`config.mk`:
```
export PLATFORM = sky130hd
export DESIGN_NAME = btn_ctrl_flat
export DESIGN_NICKNAME = d
export VERILOG_FILES = /design/src/rtl/btn_ctrl_if.sv /design/src/rtl/btn_ctrl.sv /design/src/flat_wrapper.sv
export SDC_FILE = /design/constraint.sdc
export NUM_CORES = 1
export LEC_CHECK = 0
export BUFFER_PORTS_ARGS = -buffer_cell sky130_fd_sc_hd__buf_2
export CORE_UTILIZATION = 50
export DETAILED_ROUTE_END_ITERATION = 8
export HOLD_SLACK_MARGIN = 0.02
export PLACE_DENSITY = 0.72
export SYNTH_ARGS = -nofsm -noshare
export SYNTH_HDL_FRONTEND = slang
export SYNTH_SLANG_ARGS = --single-unit
export TNS_END_PERCENT = 30
```
`constraint.sdc`:
```
create_clock -name clk -period 3.95 [get_ports clk]
set_clock_uncertainty 0.15 [all_clocks]
set_input_delay 0.395 -clock clk [delete_from_list [all_inputs] [get_ports clk]]
set_output_delay 0.395 -clock clk [all_outputs]
set_load 0.01 [all_outputs]
```
`src/rtl/btn_ctrl_if.sv`:
```
// Configuration command channel from btn_ctrl to its consumers.
// Carries the valid/ready handshake, the command code and the live
// offset/routing configuration.
//   cfg_valid   : command presented (driven by master)
//   cfg_ready   : consumer accepts the command (driven by slave)
//   cfg_cmd     : 0=HS, 1=VS, 2=DF_UART, 3=DF_VGA
//   cfg_hs_ofs  : horizontal offset register
//   cfg_vs_ofs  : vertical offset register
//   route_uart  : UART data-flow enable
//   route_vga   : VGA data-flow enable
interface btn_ctrl_if #(
    parameter int unsigned OFS_W = 4
);
    logic             cfg_valid;
    logic             cfg_ready;
    logic [1:0]       cfg_cmd;
    logic [OFS_W-1:0] cfg_hs_ofs;
    logic [OFS_W-1:0] cfg_vs_ofs;
    logic             route_uart;
    logic             route_vga;

    modport master (
        output cfg_valid, cfg_cmd, cfg_hs_ofs, cfg_vs_ofs, route_uart, route_vga,
        input  cfg_ready
    );

    modport slave (
        input  cfg_valid, cfg_cmd, cfg_hs_ofs, cfg_vs_ofs, route_uart, route_vga,
        output cfg_ready
    );
endinterface

```
`src/rtl/btn_ctrl.sv`:
```
// Button command controller: detects rising edges on four debounced
// button levels, latches presses, arbitrates them by fixed priority
// (DF_UART > DF_VGA > HS > VS), updates offset/routing config and
// announces each accepted press over a valid/ready handshake followed
// by a lockout window.
//   clk      : system clock
//   rst_n    : synchronous reset, active-high
//   HS, VS, DF_UART, DF_VGA : debounced button levels
//   cfg      : command/config channel (master side)
//   busy     : high whenever the controller is not idle
module btn_ctrl #(
    parameter int unsigned LOCKOUT_CYCLES = 16,
    parameter int unsigned OFS_W          = 4
) (
    input  logic        clk,
    input  logic        rst_n,
    input  logic        HS,
    input  logic        VS,
    input  logic        DF_UART,
    input  logic        DF_VGA,
    btn_ctrl_if.master  cfg,
    output logic        busy
);

    localparam int unsigned CNT_W = (LOCKOUT_CYCLES > 1) ? $clog2(LOCKOUT_CYCLES) : 1;
    localparam int unsigned NBTN  = 4;

    typedef enum logic [1:0] {
        IDLE  = 2'd0,
        ISSUE = 2'd1,
        LOCK  = 2'd2
    } state_t;

    state_t              state_q, state_d;
    logic [CNT_W-1:0]    cnt_q, cnt_d;
    logic [NBTN-1:0]     lvl, prev_q, pend_q, pend_d, rise, pend_clr;
    logic                armed_q;
    logic [1:0]          sel;
    logic [1:0]          cmd_d;
    logic [OFS_W-1:0]    hs_d, vs_d;
    logic                uart_d, vga_d, valid_d, busy_d;

    // Bit index equals the command code
    assign lvl = {DF_VGA, DF_UART, VS, HS};

    // Next-state, pending and config update logic
    always_comb begin
        state_d  = state_q;
        cnt_d    = cnt_q;
        pend_clr = '0;
        cmd_d    = cfg.cfg_cmd;
        hs_d     = cfg.cfg_hs_ofs;
        vs_d     = cfg.cfg_vs_ofs;
        uart_d   = cfg.route_uart;
        vga_d    = cfg.route_vga;
        sel      = 2'd1;

        // First cycle after reset only primes prev, so held levels are not rises
        rise = armed_q ? (lvl & ~prev_q) : '0;

        if (pend_q[2])      sel = 2'd2;
        else if (pend_q[3]) sel = 2'd3;
        else if (pend_q[0]) sel = 2'd0;
        else                sel = 2'd1;

        case (state_q)
            IDLE: begin
                if (|pend_q) begin
                    pend_clr[sel] = 1'b1;
                    cmd_d         = sel;
                    case (sel)
                        2'd0:    hs_d   = hs_d + OFS_W'(1);
                        2'd1:    vs_d   = vs_d + OFS_W'(1);
                        2'd2:    uart_d = ~uart_d;
                        default: vga_d  = ~vga_d;
                    endcase
                    state_d = ISSUE;
                end
            end
            ISSUE: begin
                if (cfg.cfg_ready) begin
                    cnt_d   = CNT_W'(LOCKOUT_CYCLES - 1);
                    state_d = LOCK;
                end
            end
            LOCK: begin
                if (cnt_q == '0) state_d = IDLE;
                else             cnt_d   = cnt_q - CNT_W'(1);
            end
            default: state_d = IDLE;
        endcase

        // A rise on the same cycle as the clear keeps the latch set
        pend_d  = (pend_q & ~pend_clr) | rise;
        valid_d = (state_d == ISSUE);
        busy_d  = (state_d != IDLE);
    end

    // State and output registers
    always_ff @(posedge clk) begin
        if (rst_n) begin
            state_q        <= IDLE;
            cnt_q          <= '0;
            prev_q         <= '0;
            pend_q         <= '0;
            armed_q        <= 1'b0;
            cfg.cfg_valid  <= 1'b0;
            cfg.cfg_cmd    <= 2'd0;
            cfg.cfg_hs_ofs <= '0;
            cfg.cfg_vs_ofs <= '0;
            cfg.route_uart <= 1'b0;
            cfg.route_vga  <= 1'b0;
            busy           <= 1'b0;
        end else begin
            state_q        <= state_d;
            cnt_q          <= cnt_d;
            prev_q         <= lvl;
            pend_q         <= pend_d;
            armed_q        <= 1'b1;
            cfg.cfg_valid  <= valid_d;
            cfg.cfg_cmd    <= cmd_d;
            cfg.cfg_hs_ofs <= hs_d;
            cfg.cfg_vs_ofs <= vs_d;
            cfg.route_uart <= uart_d;
            cfg.route_vga  <= vga_d;
            busy           <= busy_d;
        end
    end

endmodule

```
`src/flat_wrapper.sv`:
```
// flat-port wrapper written by rule: the top's interface ports become plain ports
module btn_ctrl_flat 
#(
    parameter int unsigned LOCKOUT_CYCLES = 16,
    parameter int unsigned OFS_W          = 4
)
  (clk, rst_n, HS, VS, DF_UART, DF_VGA, busy, cfg_cfg_valid, cfg_cfg_cmd, cfg_cfg_hs_ofs, cfg_cfg_vs_ofs, cfg_route_uart, cfg_route_vga, cfg_cfg_ready);
  btn_ctrl_if #(.OFS_W(OFS_W)) cfg_i ();
  input  logic clk;
  input  logic rst_n;
  input  logic HS;
  input  logic VS;
  input  logic DF_UART;
  input  logic DF_VGA;
  output logic busy;
  output wire logic [$bits(cfg_i.cfg_valid)-1:0] cfg_cfg_valid;
  output wire logic [$bits(cfg_i.cfg_cmd)-1:0] cfg_cfg_cmd;
  output wire logic [$bits(cfg_i.cfg_hs_ofs)-1:0] cfg_cfg_hs_ofs;
  output wire logic [$bits(cfg_i.cfg_vs_ofs)-1:0] cfg_cfg_vs_ofs;
  output wire logic [$bits(cfg_i.route_uart)-1:0] cfg_route_uart;
  output wire logic [$bits(cfg_i.route_vga)-1:0] cfg_route_vga;
  input wire logic [$bits(cfg_i.cfg_ready)-1:0] cfg_cfg_ready;
  assign cfg_cfg_valid = cfg_i.cfg_valid;
  assign cfg_cfg_cmd = cfg_i.cfg_cmd;
  assign cfg_cfg_hs_ofs = cfg_i.cfg_hs_ofs;
  assign cfg_cfg_vs_ofs = cfg_i.cfg_vs_ofs;
  assign cfg_route_uart = cfg_i.route_uart;
  assign cfg_route_vga = cfg_i.route_vga;
  assign cfg_i.cfg_ready = cfg_cfg_ready;
  btn_ctrl #(.LOCKOUT_CYCLES(LOCKOUT_CYCLES), .OFS_W(OFS_W)) u_core (.clk(clk), .rst_n(rst_n), .HS(HS), .VS(VS), .DF_UART(DF_UART), .DF_VGA(DF_VGA), .cfg(cfg_i), .busy(busy));
endmodule
```
==> metrics list <==
- CP top delay family: simple AND/OR/NAND/NOR gates
* Worst endpoint data arrival time: 1.97 ns
* Count of distinct cell types in the synthesized netlist: 35
* Crit share post-route: 0.478
* Maximum clock rate: 530 MHz
* Total of hold buffers inserted after clock tree synthesis: 0
- Among all stages on the critical path, the largest delay is contributed by sky130_fd_sc_hd__or4b_1.
- Largest vdd supply drop: 0.000364 V
- Overall via count from detail_route: 1019
- The number of antenna violations at the first check in global routing is 0.
* Required time of the critical path: 4.04 ns
- Among all cell types in the netlist, the one instantiated most often is sky130_fd_sc_hd__dfxtp_1.
* Largest net degree at the start of global routing: 30
- The clock drives 29 sinks.
- Once the clock tree was built, the setup fixing pass inserted 0 buffers.
* Worst-path clk slew: 0.09 ns
* Cell row count: 17
- Post-cts resize count: 0
* Antenna diode count: 0
- Summed over all layers, the global routing overflow is 0.
- Counting flops and latches in the post-synthesis netlist gives 29.
* Most used flip-flop cell after synthesis: sky130_fd_sc_hd__dfxtp_1
- The final hold violation count is 0.
* Layout cells sized above 1: 0.234
- Async set-reset flop share out of synthesis: 0
* Vias in the first global route: 894
- Clock latency on the worst-skew pair: 0.31 ns
* Nets: 163
- HP Class: input port to register
- Critical path class: register to register
- Pre-Repair DR Iteration Count: 4
- After synthesis, the cell types taking the most area are sky130_fd_sc_hd__dfxtp_1 (47%), sky130_fd_sc_hd__a21oi_1 (6.5%), sky130_fd_sc_hd__o21ai_0 (4.0%), sky130_fd_sc_hd__ha_1 (3.0%), sky130_fd_sc_hd__o31ai_1 (3.0%).
- The number of buffers and inverters on the critical path is 0.
- Detailed Place HPWL: 1500 um
- STA classifies the critical path endpoint as a register.
* Crit-path max FO: 8
- The number of cells on the worst reg-to-reg path is 3.
- Depth of the worst hold-timing path: 2
- Tightest slew margin relative to the limit: 0.632
- For this block, the routed nets add up to 2230 um of wire.
- Hold timing on the final database bottoms out at a slack of 0.156 ns.
- Vias per std cell: 5.60
* Count of yosys warnings during synthesis: 0
* Placeable Area: 0.00228 mm^2
- Dividing the detail-routed wire length by the instance count gives 12.3 um.
- Drt drc: 0
* Total negative slack for setup checks: 0 ns
- For this design the top-level I/O count stands at 21.
- Logic depth of the worst setup path including buffers: 3
- Global Route Usage Sum: 0.197
- Power spread over the standard cell area amounts to 438 mW/mm^2.
- Sequential cell area fraction in the yosys report: 0.470
* RSZ-0062 raised after global routing: no
* Initial Util: 0.543
- The H-tree was split into 2 levels.
- Setup violations remaining at the end of the flow were counted as 0.
- Weighted congestion at the end of routability-driven global placement: 0.821
- Once detail routing completed, the nets flagged for antenna violations numbered 0.
- Post-synthesis net count: 144
- The mapped netlist covers 0.00124 mm^2.
* Worst path cell trace: or4b_1, or4_1, a21oi_1
* Tightest Pin Transition: 0.547 ns
- Across the run, the number of max-cap violations was 0.
- Root buf cell: sky130_fd_sc_hd__clkbuf_4
- Die Width: 51.7 um
- Slowest Stage Delay on Critical Path: 0.64 ns
- In this run, synthesis inferred 0 flip-flops with an integrated enable.
- Area enclosed by the die boundary: 0.00267 mm^2
- No sink is reached through more buffers than the 2 on the longest clock path.
* Clock tree from TritonCTS: yes
- The die is 51.7 um tall.
* Register-to-register setup slack: 2.06 ns
* Leakage power total: 0.570 nW
- Top cell types by occurrence after synthesis: sky130_fd_sc_hd__dfxtp_1 (29), sky130_fd_sc_hd__a21oi_1 (16), sky130_fd_sc_hd__o21ai_0 (10)
- STA classifies the critical path startpoint as a register.
- Area share of the largest cell type after synthesis: 0.470
* Number of buffers added by the clock tree synthesis step: 5
- Buffers on Ports: 20
- DR iter-0 viols: 13
- Run status: finished clean
- From synthesis to final layout, the design area changed by 12.6%.
* Gate count of the mapped netlist: 134
* Final critical delay including setup and external delays: 1.89 ns
- Summed over all instances, the cell type with the most area after synthesis is sky130_fd_sc_hd__dfxtp_1.
* First-pass GRT wire length: 3800 um
- The number of max-slew violations in the final report was 0.
* Per-instance average area after synthesis: 9.23 um^2
==> sequential cells by signal (all words and copies together), names as in the netlist, 2 cells and up <==
| name | cells |
|---|---|
| u_core.cfg.cfg_hs_ofs | 4 |
| u_core.cfg.cfg_vs_ofs | 4 |
| u_core.cnt_q | 4 |
| u_core.pend_q | 4 |
| u_core.prev_q | 4 |
| u_core.cfg.cfg_cmd | 2 |
| u_core.state_q | 2 |
==> stage by stage <==
step | instance area [um^2] | instances | util | total power, mW | setup WS [ns]
2_1_floorplan | 1240 | 134 | - | 0.399 | 2.19
3_3_place_gp | 1320 | 174 | 0.581 | 0.416 | 2.15
3_5_place_dp | 1320 | 174 | 0.581 | 0.418 | 2.11
4_1_cts | 1390 | 182 | 0.611 | 0.617 | 2.06
5_1_grt | 1390 | 182 | 0.611 | 0.647 | 1.99
6_report | 1390 | 182 | 0.611 | 0.609 | 2.06
==> logic make-up after synthesis <==
| kind of cell | after synthesis | share of synthesized area |
|---|---|---|
| compound gates | 38 | 0.177 |
| xor+xnor | 2 | 0.0142 |
| fa+ha+maj | 3 | 0.0304 |
| buf+inv | 16 | 0.0648 |
| flops | 29 | 0.470 |
| mux | 1 | 0.00810 |
| simple gates | 45 | 0.236 |
==> placed cells by master, fill, tap and decap left out, types with 2 or more instances in the layout <==
master / instances
sky130_fd_sc_hd__a31oi_1: 4
sky130_fd_sc_hd__nor2_1: 5
sky130_fd_sc_hd__or4_1: 4
sky130_fd_sc_hd__or2_2: 2
sky130_fd_sc_hd__xnor2_1: 2
sky130_fd_sc_hd__o21ai_0: 10
sky130_fd_sc_hd__nand2_1: 3
sky130_fd_sc_hd__a21oi_1: 16
sky130_fd_sc_hd__inv_1: 8
sky130_fd_sc_hd__nand4b_1: 2
sky130_fd_sc_hd__nand3b_1: 4
sky130_fd_sc_hd__ha_1: 3
sky130_fd_sc_hd__clkbuf_4: 5
sky130_fd_sc_hd__o31ai_1: 5
sky130_fd_sc_hd__nand2b_1: 3
sky130_fd_sc_hd__clkbuf_8: 2
sky130_fd_sc_hd__nand3_1: 3
sky130_fd_sc_hd__nor2b_1: 5
sky130_fd_sc_hd__dfxtp_1: 29
sky130_fd_sc_hd__buf_2: 20
sky130_fd_sc_hd__or3_1: 3
sky130_fd_sc_hd__or3_2: 3
==> routing by layer <==
metal | track usage | up-vias | share of wire
li1 | - | 522 | -
met1 | 0.247 | 471 | 0.51
met2 | 0.297 | 22 | 0.43
met3 | 0.0643 | 4 | 0.042
met4 | 0.108 | 0 | 0.015
met5 | 0 | - | 0
==> where the power goes <==
part	internal, mW	switching [mW]
Combinational	0.0364	0.0469
Clock	0.103	0.0938
Sequential	0.312	0.0168
==> final cells by class <==
class | count | area [um^2]
Clock inverter | 1 | 5.00
Fill cell | 216 | 885
Tap cell | 28 | 35.0
Multi-Input combinational cell | 89 | 576
Inverter | 8 | 30.0
Timing Repair Buffer | 20 | 100
Sequential cell | 29 | 581
Clock buffer | 7 | 65.1
==> final timing paths <==
path	startpoint	endpoint
setup reg to reg	u_core.pend_q[3]$_SDFF_PP0_	u_core.cfg.cfg_vs_ofs[3]$_SDFFE_PP0P_
hold reg to reg	u_core.cfg.cfg_cmd[0]$_SDFFE_PP0P_	u_core.cfg.cfg_cmd[0]$_SDFFE_PP0P_
hold / removal	DF_UART	u_core.prev_q[2]$_SDFF_PP0_
setup / recovery	u_core.pend_q[3]$_SDFF_PP0_	u_core.cfg.cfg_vs_ofs[3]$_SDFFE_PP0P_
Note: power is estimated with default switching activity, not from simulation.
